$ cat src/rtl/prime_scan_engine.sv
// ---------------------------------------------------------------------------
// prime_scan_engine
//
// Purpose:
//   Sequential trial-division prime scanner. A start request in IDLE captures
//   num_max. Every candidate from 2 to num_max is then tested, with one
//   divisor tried per clock. Each prime found is streamed out with a one-cycle
//   prime_valid pulse, and a running (saturating) prime count is kept.
//
// Optional build macro:
//   PRIME_SCAN_ODD_SKIP_EN - when defined, the only even candidate tested is 2.
//   Divisors start at 3 and step by 2. The prime stream and the final count
//   are the same as in the default build; only the cycle counts differ.
//
// Ports:
//   clk              in   clock, rising edge
//   rst              in   synchronous, active-low reset
//   start            in   scan request, sampled only in IDLE
//   num_max          in   [WIDTH]   inclusive upper bound, captured on start
//   busy             out  high while a scan is in progress
//   done             out  one-cycle pulse when a scan completes
//   prime_valid      out  one-cycle pulse, prime_out holds a new prime
//   prime_out        out  [WIDTH]   last prime found
//   number_checked   out  [WIDTH]   last candidate that received a verdict
//   number_of_primes out  [COUNT_W] primes found in the current scan
// ---------------------------------------------------------------------------
module prime_scan_engine #(
  parameter int WIDTH   = 11,
  parameter int COUNT_W = 11
) (
  input  logic               clk,
  input  logic               rst,
  input  logic               start,
  input  logic [WIDTH-1:0]   num_max,
  output logic               busy,
  output logic               done,
  output logic               prime_valid,
  output logic [WIDTH-1:0]   prime_out,
  output logic [WIDTH-1:0]   number_checked,
  output logic [COUNT_W-1:0] number_of_primes
);

  typedef enum logic [1:0] {
    IDLE = 2'd0,
    TEST = 2'd1,
    DONE = 2'd2
  } state_t;

`ifdef PRIME_SCAN_ODD_SKIP_EN
  localparam logic [WIDTH-1:0] D_INIT = WIDTH'(3);
  localparam logic [WIDTH-1:0] D_STEP = WIDTH'(2);
`else
  localparam logic [WIDTH-1:0] D_INIT = WIDTH'(2);
  localparam logic [WIDTH-1:0] D_STEP = WIDTH'(1);
`endif

  state_t               state_q, state_d;
  logic [WIDTH-1:0]     lim_q, lim_d;
  logic [WIDTH-1:0]     n_q, n_d;
  logic [WIDTH-1:0]     d_q, d_d;
  logic [WIDTH-1:0]     prime_out_q, prime_out_d;
  logic [WIDTH-1:0]     checked_q, checked_d;
  logic [COUNT_W-1:0]   count_q, count_d;
  logic                 busy_q, busy_d;
  logic                 done_q, done_d;
  logic                 pv_q, pv_d;

  // Verdict datapath. d*d is formed at double width so it cannot overflow.
  // n+step is formed at WIDTH+1 bits so that lim = 2^WIDTH-1 terminates
  // cleanly instead of wrapping.
  logic [2*WIDTH-1:0]   d_ext, n_ext, d_sq;
  logic [WIDTH-1:0]     rem;
  logic [WIDTH:0]       n_next_w;
  logic                 is_prime, is_comp, is_last;

  assign d_ext = {{WIDTH{1'b0}}, d_q};
  assign n_ext = {{WIDTH{1'b0}}, n_q};
  assign d_sq  = d_ext * d_ext;
  assign rem   = n_q % d_q;  // d_q is never 0 in TEST

`ifdef PRIME_SCAN_ODD_SKIP_EN
  // Candidate 2 is accepted directly. The step after 2 is +1; after that it is +2.
  assign is_prime = (n_q == WIDTH'(2)) || (d_sq > n_ext);
  assign n_next_w = {1'b0, n_q} + ((n_q == WIDTH'(2)) ? (WIDTH+1)'(1) : (WIDTH+1)'(2));
`else
  assign is_prime = (d_sq > n_ext);
  assign n_next_w = {1'b0, n_q} + (WIDTH+1)'(1);
`endif

  assign is_comp = !is_prime && (rem == '0);
  assign is_last = n_next_w > {1'b0, lim_q};

  always_comb begin
    state_d     = state_q;
    lim_d       = lim_q;
    n_d         = n_q;
    d_d         = d_q;
    prime_out_d = prime_out_q;
    checked_d   = checked_q;
    count_d     = count_q;
    busy_d      = busy_q;
    done_d      = 1'b0;
    pv_d        = 1'b0;

    unique case (state_q)
      IDLE: begin
        if (start) begin
          lim_d       = num_max;
          count_d     = '0;
          checked_d   = '0;
          prime_out_d = '0;
          if (num_max < WIDTH'(2)) begin
            state_d = DONE;
          end else begin
            n_d     = WIDTH'(2);
            d_d     = D_INIT;
            busy_d  = 1'b1;
            state_d = TEST;
          end
        end
      end

      TEST: begin
        if (is_prime || is_comp) begin
          checked_d = n_q;
          if (is_prime) begin
            prime_out_d = n_q;
            pv_d        = 1'b1;
            if (!(&count_q)) count_d = count_q + COUNT_W'(1);
          end
          if (is_last) begin
            state_d = DONE;
          end else begin
            n_d = n_next_w[WIDTH-1:0];
            d_d = D_INIT;
          end
        end else begin
          d_d = d_q + D_STEP;
        end
      end

      DONE: begin
        done_d  = 1'b1;
        busy_d  = 1'b0;
        state_d = IDLE;
      end

      default: state_d = IDLE;
    endcase
  end

  always_ff @(posedge clk) begin
    if (!rst) begin
      state_q     <= IDLE;
      lim_q       <= '0;
      n_q         <= '0;
      d_q         <= '0;
      prime_out_q <= '0;
      checked_q   <= '0;
      count_q     <= '0;
      busy_q      <= 1'b0;
      done_q      <= 1'b0;
      pv_q        <= 1'b0;
    end else begin
      state_q     <= state_d;
      lim_q       <= lim_d;
      n_q         <= n_d;
      d_q         <= d_d;
      prime_out_q <= prime_out_d;
      checked_q   <= checked_d;
      count_q     <= count_d;
      busy_q      <= busy_d;
      done_q      <= done_d;
      pv_q        <= pv_d;
    end
  end

  assign busy             = busy_q;
  assign done             = done_q;
  assign prime_valid      = pv_q;
  assign prime_out        = prime_out_q;
  assign number_checked   = checked_q;
  assign number_of_primes = count_q;

endmodule

$ cat config.mk
export PLATFORM = sky130hd
export DESIGN_NAME = prime_scan_engine
export DESIGN_NICKNAME = d
export VERILOG_FILES = /design/src/rtl/prime_scan_engine.sv
export SDC_FILE = /design/constraint.sdc
export NUM_CORES = 1
export LEC_CHECK = 0
export ABC_AREA = 1
export CAP_MARGIN = 20
export CORE_ASPECT_RATIO = 2
export CORE_MARGIN = 2
export CORE_UTILIZATION = 36
export CTS_BUF_LIST = sky130_fd_sc_hd__clkbuf_4 sky130_fd_sc_hd__clkbuf_8 sky130_fd_sc_hd__clkbuf_16
export DETAILED_ROUTE_END_ITERATION = 6
export PLACE_DENSITY = 0.51
export SLEW_MARGIN = 20
export SYNTH_ARGS = -nofsm -noshare
export SYNTH_HDL_FRONTEND = slang
export SYNTH_SLANG_ARGS = --single-unit
$ cat constraint.sdc
create_clock -name clk -period 39.9 [get_ports clk]
set_input_delay 7.98 -clock clk [delete_from_list [all_inputs] [get_ports clk]]
set_output_delay 7.98 -clock clk [all_outputs]
set_load 0.05 [all_outputs]
-- Word level (Yosys, flattened, before mapping)
Index checks and enable logic that the tools add are counted.
- memories kept: 0
- input port bits: 14
- register bits: 71
- memory bits (writable): 0
- latch bits: 0
- output and inout bits: 36
- ROM bits: 0
- shift operators: 0
- reductions and logical operators: 17
- mux-type cells: 28
- bitwise operators: 0
- multiply operators: 1
- $lt $le $gt $ge: 3
- div/mod/pow operators: 1
- add/sub/neg operators: 3
- eq/ne operators: 10
- operators with widths (operator ; number):
    2-to-1 mux 11 bit ; 13
    case mux 11 bit (2 select lines) ; 5
    adder 11 x 1 -> 11 bit, second input constant ; 2
    > comparator 22 x 11 -> 1 bit ; 1
    multiplier 11 x 11 -> 22 bit ; 1
    != test 2 bit, second input constant ; 7
    adder 11 x 1 -> 12 bit, second input constant ; 1
    > comparator 12 x 11 -> 1 bit ; 1
    AND reduction 3 bit ; 4
    zero test 11 bit ; 1
    less-than comparator 11 x 2 -> 1 bit, second input constant ; 1
    remainder unit 11 x 11 -> 11 bit ; 1
    AND reduction 11 bit ; 1
    AND reduction 5 bit ; 2
    2-to-1 mux 2 bit ; 4
    AND reduction 4 bit ; 2
    2-to-1 mux 1 bit ; 4
    case mux 2 bit (2 select lines) ; 1
    nonzero test 2 bit ; 2
    != test 3 bit, second input constant ; 1
    == test 2 x 1 -> 1 bit, second input constant ; 1
    == test 2 bit, second input constant ; 1
    zero test 2 bit ; 1
    case mux 1 bit (2 select lines) ; 1
    4 further kinds ; 4

-- Longest topological paths before layout
- word-level depth: 7
- mapped depth: 121

-- Worst setup path before layout
Ideal clock, no wire load.
- path kind: register -> register
- start: register d_q[0]
- end: register n_q[10]
- clock period less this slack: 13.724 ns
- slack: 26.176 ns
- stages on the path, launching flop included: 112
- arrival: 13.596 ns
- library setup time: 0.128 ns
- cell sequence: dfxtp_1 clkbuf_1 inv_1 ha_1 nor2_1 nor3_1 nand2_1 nand2_1 nand2_1 ha_1 inv_1 o21bai_1 nand4_1 and2_1 ha_1 a21oi_1 nand2_1 nand2_1 [76 not listed] a21oi_1 and2_1 inv_1 nand3_1 o2111ai_1 a31o_2 inv_1 nand3b_1 nor3_2 inv_1 nand2_1 nand2_1 nand3_2 buf_6 buf_4 nand4_1 nand2_1 nor2_1
- longest elaborated chain between the ends: 7
- elaborated cells on any way between the ends: 9
- ends and longest elaborated chain (what ; RTL line ; RTL):
    start, declared ; 60 ; logic [WIDTH-1:0] d_q, d_d;
    start signal, assigned ; 157 ; d_q <= '0;
    start signal, assigned ; 168 ; d_q <= d_d;
    branches (longest 4 deep; another with remainder unit 11 x 11 -> 11 bit) ; - ;
    logical OR 1 bit (*) ; 124 ; if (is_prime || is_comp) begin
    != test 2 bit (no line) (*) ; - ;
    AND reduction 5 bit (no line) (*) ; - ;
    end signal, assigned ; 167 ; n_q <= n_d;
    end, declared ; 59 ; logic [WIDTH-1:0] n_q, n_d;
Mark *: on every way between the ends.
A chain may end at the register's enable or synchronous reset.

-- Worst setup path after layout
- start: register d_q[0]
- end: register checked_q[0], in the netlist number_checked[0]
- longest elaborated chain between the ends: 7
- elaborated cells on any way between the ends: 9
- ends and longest elaborated chain (what ; RTL line ; RTL):
    branches (longest 4 deep; another with remainder unit 11 x 11 -> 11 bit) ; - ;
    logical OR 1 bit (*) ; 124 ;
    != test 2 bit (no line) (*) ; - ;
    AND reduction 3 bit (no line) (*) ; - ;
    end signal, assigned ; 170 ; checked_q <= checked_d;
    end, declared ; 62 ; logic [WIDTH-1:0] checked_q, checked_d;
Marked as above.

==> impl_metrics.csv <==
group,metric,value,unit
die,io_pins,50,
die,core,29950,um2
timing,hold_violations,0,
logic_synthesis,syn_nets,1844,
setup_path,crit_path_end_kind,"flip-flop",
grt,grt_pass1_vias,10740,
placed_design,place_congestion,0.9497,
finish,finish.utilization,0.4001,
logic_synthesis,synth_cells,1621,
timing,setup_viol,0,
timing,final.setup.tns,0,ps
timing,slew_viol_final,0,
timing,slew-limit-headroom,0.3871,
detailed_routing,drc_errors,0,
hold_path,holdPathStages,2,
clock_tree,post_cts_buffers,0,
grt,grt-ovfl-total,0,
setup_path,critPathMaxStageDelay,650,ps
logic_synthesis,synth_edf_count,0,
clock_tree,htree_levels,3,
logic_synthesis,synth-seq-cells,71,
clock_tree,worstSkewPairLatency,340,ps
logic_synthesis,synthArstFlopShare,0,
die,die_width,126.8,um
finish,synthToLayoutAreaGrowth,10.41,%
logic_synthesis,yosys.cell_count.top_type,"nand2_1",
die,initial_utilization,0.3624,
clock_tree,cts_buffer_depth,2,
detailed_routing,postRouteAntennaNets,0,
setup_path,critPathKind,"flip-flop to flip-flop",
clock_tree,clk_pin_slew,60,ps
setup_path,start_kind,"flip-flop",
detailed_routing,wl_per_cell,15.61,um
placed_design,hpwl,25500,um
setup_path,cp.arrival,17060,ps
finish,stdcell_area,11990,um2
placed_design,placed_area,11680,um2
clock_tree,cts_buffers,9,
die,fp.dieH,249.6,um
status,status,"complete, no violations",
logic_synthesis,yosysUniqueCellTypes,49,
logic_synthesis,synth_largest_area_cell,"ha_1",
die,fp-row-count,90,
finish,nNetsFinal,1867,
logic_synthesis,ys_seq_area_frac,0.1309,
setup_path,r2r.worst_path.cells,102,
setup_path,crit_required,40160,ps
clock_tree,hold_buffers,0,
clock_tree,clockRootBuffer,"clkbuf_16",
clock_tree,cts_sinks,71,
detailed_routing,viasPerCell,5.174,
grt,grt_pass1_wl,52740,um
timing,worst_pin_slew,919.4,ps
logic_synthesis,avgSynthCellArea,6.697,um2
detailed_routing,drt_iter0_drc,581,
grt,antenna_found_initial,0,
detailed_routing,dr.pass1.iters,5,
clock_tree,cts_tree,"done",
timing,fin_skew,11.97,ps
placed_design,dp_cells,2001,
detailed_routing,vias,10440,
logic_synthesis,yosysWarnings,0,
flow_run,maxCapViolCount,0,
finish,drive_above_1_share,0.04791,
logic_synthesis,syn_area,10860,um2
setup_path,crit_top_cell,"nand2_1",
hold_path,hp-class,"flip-flop to flip-flop",
grt,track_usage,0.2041,
setup_path,crit_path_top_delay_cell,"dfxtp_1",
finish,finalNonFillerCells,2017,
logic_synthesis,synth.area.top_cells,"ha_1 (17%), dfxtp_1 (13%), nand2_1 (13%), fa_1 (12%), inv_1 (9.1%)",
logic_synthesis,ys_top_cells_by_count,"nand2_1 (375), inv_1 (263), ha_1 (145)",
setup_path,cp_max_fo,38,
timing,rsz0062_at_grt,"no",
finish,n_antenna_cell,0,
clock_tree,cts_resized,0,
timing,fin_crit_sh,0.4209,
grt,grt_max_degree,39,
timing,finalCriticalPeriod,16790,ps
detailed_routing,wl,31480,um
finish,nFillCells,3204,
die,die_area,31640,um2
logic_synthesis,synth_top_area_share,0.1671,
timing,fmax,0.05955,GHz
placed_design,port-buffer-count,49,
logic_synthesis,synthFlopType,"dfxtp_1",
[layout make-up]
| cell class | instances | area [um2] | share of cell area |
|---|---|---|---|
| Inverter | 272 | 1021 | 0.08519 |
| Sequential cell | 71 | 1421 | 0.1186 |
| Clock inverter | 5 | 57.56 | 0.004802 |
| Tap cell | 368 | 460.4 | 0.03842 |
| Clock buffer | 11 | 246.5 | 0.02057 |
| Multi-Input combinational cell | 1227 | 8183 | 0.6827 |
| Timing Repair Buffer | 63 | 595.6 | 0.04969 |
[cell families after synthesis]
kind of cell / after synthesis / share of synthesized area
buffers and inverters: 323 / 0.1153
AND/OR/NAND/NOR: 732 / 0.3015
multiplexers: 1 / 0.0009221
adder cells (fa/ha/maj): 209 / 0.2852
flip-flops: 71 / 0.1309
AO/OA/AOI/OAI: 211 / 0.1065
XOR/XNOR: 74 / 0.05970
[cells in the final DEF, fill, tap and decap left out, drive strengths merged, types with 2 or more instances in the layout]
cell type	count
a21o	5
a21oi	108
a31o	2
a41oi	2
and2	10
buf	14
clkbuf	11
clkdlybuf4s50	49
clkinv	4
dfxtp	71
fa	64
ha	145
inv	272
nand2	378
nand3	94
nand3b	5
nand4	58
nor2	137
nor3	24
nor3b	2
nor4	7
o2111ai	3
o211ai	8
o21a	3
o21ai	67
o21bai	7
o31ai	2
or2	15
xnor2	24
xor2	50
[worst max-delay path, delay by kind of cell, from the launching register on]
kind	cells	cell delay (ps)
adders and majority gates	11	3570
AOI/OAI and AO/OA	18	2930
xor gates and xnor gates	1	170
buffers and inverters	17	2640
DFF	1	650
and+or+nand+nor	55	6740
[per-layer routing]
| metal | global-route usage | wire length, um |
|---|---|---|
| met1 | 0.2388 | 13160 |
| met2 | 0.3713 | 15770 |
| met3 | 0.01972 | 1104 |
| met4 | 0.09294 | 1447 |
| met5 | 0 | 0 |
[stage by stage]
step / hold WS [ps] / setup WS, ps
after floorplan: 434.7 / 26180
after global placement: 452.4 / 23760
after detailed placement: 454.4 / 23240
after CTS: 464.9 / 23210
after global routing: 495.9 / 21320
final: 465.3 / 23110
[sequential cells by signal (all words and copies together) (netlist names)]
signal and count:
busy 1, prime_out 11, number_of_primes 11, lim_q 11, state_q 2, done 1
number_checked 11, prime_valid 1, d_q 11, n_q 11
[worst paths after layout]
check	endpoint	slack (ps)	start
hold / removal	lim_q[1]$_SDFFE_PN0P_	470	lim_q[1]$_SDFFE_PN0P_
hold reg to reg	lim_q[1]$_SDFFE_PN0P_	470	lim_q[1]$_SDFFE_PN0P_
setup / recovery	number_checked[0]$_SDFFE_PN0P_	23110	d_q[0]$_SDFFE_PN0P_
setup reg to reg	number_checked[0]$_SDFFE_PN0P_	23110	d_q[0]$_SDFFE_PN0P_
Power is not shown: default switching activity piles up to over one toggle a cycle in this logic, so the estimate is an artifact.
